### config.mk
export PLATFORM = sky130hd
export DESIGN_NAME = stall_ctrl_flat
export DESIGN_NICKNAME = d
export VERILOG_FILES = /design/src/rtl/stall_ctrl_if.sv /design/src/rtl/stall_ctrl.sv /design/src/flat_wrapper.sv
export SDC_FILE = /design/constraint.sdc
export NUM_CORES = 1
export LEC_CHECK = 0
export ABC_CLOCK_PERIOD_IN_PS = 4300
export BUFFER_PORTS_ARGS = -buffer_cell sky130_fd_sc_hd__buf_4
export CORE_ASPECT_RATIO = 0.8
export CORE_MARGIN = 8
export CORE_UTILIZATION = 45
export CTS_CLUSTER_DIAMETER = 50
export CTS_CLUSTER_SIZE = 25
export DETAILED_ROUTE_END_ITERATION = 8
export GPL_ROUTABILITY_DRIVEN = 0
export PLACE_DENSITY = 0.79
export SLEW_MARGIN = 30
export SYNTH_ARGS = -nofsm -noshare
export SYNTH_HDL_FRONTEND = slang
export SYNTH_SLANG_ARGS = --single-unit
### constraint.sdc
create_clock -name CLK -period 4.3 [get_ports CLK]
set_input_delay 0 -clock CLK [delete_from_list [all_inputs] [get_ports CLK]]
set_output_delay 0 -clock CLK [all_outputs]
set_load 0.02 [all_outputs]
### src/rtl/stall_ctrl_if.sv
// Bundle between the pipeline stages and the central stall/flush controller.
// The stage side is the master. The controller is the slave and also exposes its FSM state for debug.
interface stall_ctrl_if #(
  parameter int ADDR_W = 32,
  parameter int CNT_W  = 16
);
  // EXCEPT_REQ is a level request: the requester holds it, with EXCEPT_PC stable,
  // until it observes FLUSH = 1, then drops it. FLUSH acts as the acknowledge.
  // The stall requests have no handshake: each is sampled every cycle.
  logic              STALLREQ_IF;
  logic              STALLREQ_ID;
  logic              STALLREQ_EX;
  logic              STALLREQ_MEM;
  logic              EXCEPT_REQ;
  logic [ADDR_W-1:0] EXCEPT_PC;
  logic [5:0]        STALL;
  logic              FLUSH;
  logic [ADDR_W-1:0] NEW_PC;
  logic [CNT_W-1:0]  STALL_CYCLES;
  logic              WATCHDOG_TO;
  logic [1:0]        DBG_STATE;

  modport master (
    output STALLREQ_IF, STALLREQ_ID, STALLREQ_EX, STALLREQ_MEM,
    output EXCEPT_REQ, EXCEPT_PC,
    input  STALL, FLUSH, NEW_PC, STALL_CYCLES, WATCHDOG_TO, DBG_STATE
  );

  modport slave (
    input  STALLREQ_IF, STALLREQ_ID, STALLREQ_EX, STALLREQ_MEM,
    input  EXCEPT_REQ, EXCEPT_PC,
    output STALL, FLUSH, NEW_PC, STALL_CYCLES, WATCHDOG_TO, DBG_STATE
  );
endinterface

### src/rtl/stall_ctrl.sv
// Pipeline stall arbitration, exception flush sequencing (IDLE -> PEND -> FLUSH),
// stall-cycle performance counter and sticky stall watchdog.
module stall_ctrl #(
  parameter int WDOG_LIMIT = 1024,
  parameter int CNT_W      = 16,
  parameter int ADDR_W     = 32
) (
  input  logic         CLK,
  input  logic         RST,
  stall_ctrl_if.slave  bus
);

  typedef enum logic [1:0] {
    IDLE    = 2'd0,
    PEND    = 2'd1,
    FLUSH_S = 2'd2
  } state_t;

  localparam logic [5:0]       STALL_MEM = 6'b011111;
  localparam logic [5:0]       STALL_EX  = 6'b001111;
  localparam logic [5:0]       STALL_ID  = 6'b000111;
  localparam logic [5:0]       STALL_IF  = 6'b000011;
  localparam logic [5:0]       STALL_ALL = 6'b111111;
  localparam logic [CNT_W-1:0] CNT_MAX   = '1;
  localparam logic [CNT_W-1:0] WDOG_MAX  = CNT_W'(WDOG_LIMIT);

  state_t            state;
  logic [5:0]        stall_c;
  logic              flush_q;
  logic [ADDR_W-1:0] new_pc_q;
  logic [ADDR_W-1:0] pc_q;
  logic [CNT_W-1:0]  stall_cycles_q;
  logic [CNT_W-1:0]  wdog_cnt;
  logic              wdog_to_q;

  // Deepest requester wins; in PEND the whole pipe freezes while the flush is prepared.
  always_comb begin
    stall_c = '0;
    case (state)
      IDLE: begin
        if (bus.STALLREQ_MEM)     stall_c = STALL_MEM;
        else if (bus.STALLREQ_EX) stall_c = STALL_EX;
        else if (bus.STALLREQ_ID) stall_c = STALL_ID;
        else if (bus.STALLREQ_IF) stall_c = STALL_IF;
        else                      stall_c = '0;
      end
      PEND:    stall_c = STALL_ALL;
      default: stall_c = '0;
    endcase
  end

  always_ff @(posedge CLK) begin
    if (RST) begin
      state          <= IDLE;
      flush_q        <= 1'b0;
      new_pc_q       <= '0;
      pc_q           <= '0;
      stall_cycles_q <= '0;
      wdog_cnt       <= '0;
      wdog_to_q      <= 1'b0;
    end else begin
      case (state)
        IDLE: begin
          // A pending MEM bus access must complete before the exception is taken.
          if (bus.EXCEPT_REQ && !bus.STALLREQ_MEM) begin
            state <= PEND;
            pc_q  <= bus.EXCEPT_PC;
          end
          flush_q  <= 1'b0;
          new_pc_q <= '0;
        end
        PEND: begin
          state    <= FLUSH_S;
          flush_q  <= 1'b1;
          new_pc_q <= pc_q;
        end
        FLUSH_S: begin
          state    <= IDLE;
          flush_q  <= 1'b0;
          new_pc_q <= '0;
        end
        default: begin
          state    <= IDLE;
          flush_q  <= 1'b0;
          new_pc_q <= '0;
        end
      endcase

      if (stall_c[0] && (stall_cycles_q != CNT_MAX))
        stall_cycles_q <= stall_cycles_q + 1'b1;

      // Only arbitration stalls feed the watchdog; the PEND freeze is bounded by design.
      if ((state == IDLE) && (stall_c != 6'b000000)) begin
        if (wdog_cnt != WDOG_MAX) begin
          wdog_cnt <= wdog_cnt + 1'b1;
          if (wdog_cnt == (WDOG_MAX - 1'b1))
            wdog_to_q <= 1'b1;
        end
      end else begin
        wdog_cnt <= '0;
      end
    end
  end

  assign bus.STALL        = stall_c;
  assign bus.FLUSH        = flush_q;
  assign bus.NEW_PC       = new_pc_q;
  assign bus.STALL_CYCLES = stall_cycles_q;
  assign bus.WATCHDOG_TO  = wdog_to_q;
  assign bus.DBG_STATE    = state;

endmodule

### src/flat_wrapper.sv
// flat-port wrapper written by rule: the top's interface ports become plain ports
module stall_ctrl_flat 
#(
  parameter int WDOG_LIMIT = 1024,
  parameter int CNT_W      = 16,
  parameter int ADDR_W     = 32
)
  (CLK, RST, bus_STALLREQ_IF, bus_STALLREQ_ID, bus_STALLREQ_EX, bus_STALLREQ_MEM, bus_EXCEPT_REQ, bus_EXCEPT_PC, bus_STALL, bus_FLUSH, bus_NEW_PC, bus_STALL_CYCLES, bus_WATCHDOG_TO, bus_DBG_STATE);
  stall_ctrl_if #(.ADDR_W(ADDR_W), .CNT_W(CNT_W)) bus_i ();
  input  logic CLK;
  input  logic RST;
  input wire logic [$bits(bus_i.STALLREQ_IF)-1:0] bus_STALLREQ_IF;
  input wire logic [$bits(bus_i.STALLREQ_ID)-1:0] bus_STALLREQ_ID;
  input wire logic [$bits(bus_i.STALLREQ_EX)-1:0] bus_STALLREQ_EX;
  input wire logic [$bits(bus_i.STALLREQ_MEM)-1:0] bus_STALLREQ_MEM;
  input wire logic [$bits(bus_i.EXCEPT_REQ)-1:0] bus_EXCEPT_REQ;
  input wire logic [$bits(bus_i.EXCEPT_PC)-1:0] bus_EXCEPT_PC;
  output wire logic [$bits(bus_i.STALL)-1:0] bus_STALL;
  output wire logic [$bits(bus_i.FLUSH)-1:0] bus_FLUSH;
  output wire logic [$bits(bus_i.NEW_PC)-1:0] bus_NEW_PC;
  output wire logic [$bits(bus_i.STALL_CYCLES)-1:0] bus_STALL_CYCLES;
  output wire logic [$bits(bus_i.WATCHDOG_TO)-1:0] bus_WATCHDOG_TO;
  output wire logic [$bits(bus_i.DBG_STATE)-1:0] bus_DBG_STATE;
  assign bus_i.STALLREQ_IF = bus_STALLREQ_IF;
  assign bus_i.STALLREQ_ID = bus_STALLREQ_ID;
  assign bus_i.STALLREQ_EX = bus_STALLREQ_EX;
  assign bus_i.STALLREQ_MEM = bus_STALLREQ_MEM;
  assign bus_i.EXCEPT_REQ = bus_EXCEPT_REQ;
  assign bus_i.EXCEPT_PC = bus_EXCEPT_PC;
  assign bus_STALL = bus_i.STALL;
  assign bus_FLUSH = bus_i.FLUSH;
  assign bus_NEW_PC = bus_i.NEW_PC;
  assign bus_STALL_CYCLES = bus_i.STALL_CYCLES;
  assign bus_WATCHDOG_TO = bus_i.WATCHDOG_TO;
  assign bus_DBG_STATE = bus_i.DBG_STATE;
  stall_ctrl #(.WDOG_LIMIT(WDOG_LIMIT), .CNT_W(CNT_W), .ADDR_W(ADDR_W)) u_core (.CLK(CLK), .RST(RST), .bus(bus_i));
endmodule
==> results.yml <==
timing:
  setup_violations: 0
  max_freq_ghz: 0.534
  hold_violations: 0
  tns_ns: 0
  finalMaxSlewViolations: 0
  period_share_pct: 43.5
  post-route-min-period_ns: 1.87
  rsz0062_at_grt: "false"
  slew_headroom_pct: 49.0
  worst_slew_pin_slew_ns: 0.765
  fin_skew_ns: 0.0113
  holdWs_ns: 0.144
yosys:
  yosysWarnings: 0
  synthCells: 430
  ys_seq_area_share_pct: 51.2
  ys_seq_elements: 100
  yosys_most_used_dff: "dfxtp_1"
  async_reset_ff_share_pct: 0
  synth_xor_area_share_pct: 2.69
  synth_cell_types: 48
  synth-simple-area-share_pct: 29.7
  synth_top_cell_by_area: "dfxtp_1"
  synth-edff-count: 0
  synth_area_sq_um: 3910
  synth_nets: 472
  synth_compound_gate_area_share_pct: 8.39
  avgSynthCellArea_sq_um: 9.08
  synth_top_area_share_pct: 51.2
  synthAdderAreaFrac_pct: 0.961
  synth.mux.area_fraction_pct: 3.43
  synth_top_family_by_area: "simple AND/OR/NAND/NOR gates"
  synth_top_cells_by_area: "dfxtp_1 51%, nand2_1 7.2%, and2_1 5.4%, a21oi_1 4.9%, nor2_1 3.0%"
cts:
  cts.sinks: 100
  hold_buffers: 32
  cts_root_buffer: "clkbuf_8"
  cts_buffers: 9
  cts_max_level: 3
  clk_latency_ns: 0.36
  post_cts_buffers: 0
  clk_pin_slew_ns: 0.10
  cts_tree: "done"
  max-clock-path-buffers: 2
  post_cts_resized: 0
run_status:
  status: "finished clean"
detailed_routing:
  via_per_inst: 4.94
  antenna_left: 0
  wirelength_um: 9350
  drc: 0
  wl_per_cell_um: 14.1
  num_vias: 3277
  drt_iter0_drc: 133
  firstDrtPassIters: 4
pwr:
  p_per_area_nw_per_um2: 333
  ir_worst_vdd_mv: 0.206
  p_sw_mw: 0.430
  p_leak_nw: 2.16
  p_sw_share_pct: 24.7
  power_frac_seq_pct: 55.3
  p_comb_share_pct: 9.0
  internal_power_mw: 1.31
  pwr-share-clk_pct: 35.7
worst_setup_path:
  required_ns: 4.30
  critPathLaunchType: "register"
  worstSetupStartpoint: "u_core.bus.DBG_STATE[0]$_SDFFE_PP0P_"
  end_kind: "output port"
  critPathArrivalTime_ns: 1.87
  crit_type: "register to output port"
  cp_max_fo: 11
  rr_startpoint: "u_core.bus.STALL_CYCLES[0]$_SDFFE_PP0P_"
die:
  io_pins: 97
  start_util_pct: 46.3
  num_rows: 30
  die_y_um: 99.3
  die_x_um: 120
  core-area_sq_um: 8450
  dieArea_sq_um: 11900
place:
  place_hpwl_um: 6530
  io_buffers: 96
  dpl.cell_count: 615
  placed_area_sq_um: 4690
worst_hold_path:
  min_from: "bus_STALLREQ_EX"
  hp-class: "input pin to register"
grt:
  grt_use_total_pct: 15.8
  busiest_layer: "met2"
  grt_max_degree: 67
  grt_use_met3_pct: 4.53
  grt_util_met2_pct: 26.3
  grt-ovfl-total: 0
  gr-usage-met1_pct: 18.5
  grt_pass1_wl_um: 15500
  grt_antenna_before_repair: 0
  grt_pass1_vias: 3261
job:
  maxCapViolations: 0
finish:
  syn_to_final_growth_pct: 33.7
  fin_cells: 663
  ff_latch_area_sq_um: 2000
  design_area_sq_um: 5220
  fillers: 729
  diodes: 0
  multi_input_area_sq_um: 1770
  drive_gt1_share_pct: 23.4
  finish.utilization_pct: 61.8
  nNetsFinal: 588
-- metrics by stage --
stage | worst slack (ns) | power [mW]
finish | 2.43 | 1.74
global route | 2.30 | 1.82
CTS | 2.41 | 1.76
detailed placement | 2.49 | 1.12
global placement | 2.41 | 1.11
floorplan | 2.52 | 1.06
-- critical path, stage by stage, from the launching register on --
cell      delay, ns
dfxtp_1        0.38
or2_2          0.38
o21bai_2       0.45
inv_1          0.13
buf_4          0.18
-- power groups by stage --
stage	Clock, mW	Sequential [mW]	Combinational (mW)
after detailed placement	0	0.983	0.134
after CTS	0.642	0.962	0.157
after global placement	0	0.982	0.128
final	0.620	0.962	0.157
after floorplan	0	0.986	0.0690
after global routing	0.680	0.966	0.172
-- synth_stat cells (all sizes together) (8+ instances only) --
master	instances
mux2	11
nor2	31
dfxtp	100
a21oi	39
clkbuf	20
nand2	75
nor4	8
nand4	10
nand3	12
and2	34
xor2	12
nor2b	14
-- layer usage --
metal,vias up,share of wire [%]
met5,-,0
met4,0,1.7
met3,10,5.0
met2,76,50
met1,1517,43
li1,1674,-
-- cell usage in the layout, fill, tap and decap left out, types with 2 or more instances in the layout --
| master | n |
|---|---|
| mux2_1 | 10 |
| ha_1 | 3 |
| nor2b_1 | 14 |
| inv_1 | 6 |
| inv_6 | 4 |
| nor4_1 | 7 |
| nand2_1 | 75 |
| xor2_1 | 12 |
| nand3_1 | 12 |
| o21ai_0 | 2 |
| a211oi_1 | 5 |
| dfxtp_1 | 100 |
| nand4_1 | 10 |
| and2_1 | 34 |
| dlygate4sd3_1 | 32 |
| and4_1 | 6 |
| a21oi_1 | 38 |
| clkbuf_8 | 9 |
| and3_1 | 2 |
| nor2_1 | 31 |
| nor4b_4 | 2 |
| buf_4 | 98 |
| or4_1 | 3 |
| nor3_1 | 5 |
| nand2b_1 | 5 |
-- final cells by class --
type	instances	area share, %
flip-flops and latches	100	38.3
multi-input cells	298	33.9
repair buffers	131	20.5
well taps	112	2.68
clock buffers	9	2.37
clock inverters	7	1.73
inverters	6	0.431
-- sequential cells by signal, summed over array words and instances, names as in the netlist --
signal and count:
u_core.wdog_cnt 16, u_core.bus.WATCHDOG_TO 1, u_core.bus.STALL_CYCLES 16, u_core.bus.FLUSH 1, u_core.pc_q 32, u_core.bus.NEW_PC 32, u_core.bus.DBG_STATE 2
-- logic make-up after synthesis --
| family | Yosys count |
|---|---|
| AOI/OAI and AO/OA | 54 |
| DFF | 100 |
| and+or+nand+nor | 217 |
| muxes | 12 |
| adders and majority gates | 3 |
| buffers and inverters | 32 |
| xor gates and xnor gates | 12 |
-- path summary, 6_finish.rpt --
path,end,slack [ns],depth (start not counted)
hold / removal,u_core.wdog_cnt[5]$_SDFFE_PP0P_,0.14,3
hold reg to reg,u_core.pc_q[11]$_SDFFE_PP0P_,0.45,2
setup / recovery,bus_STALL[1],2.43,4
setup reg to reg,u_core.bus.STALL_CYCLES[3]$_SDFFE_PP0P_,2.49,5
(Power assumes the default switching activity.)
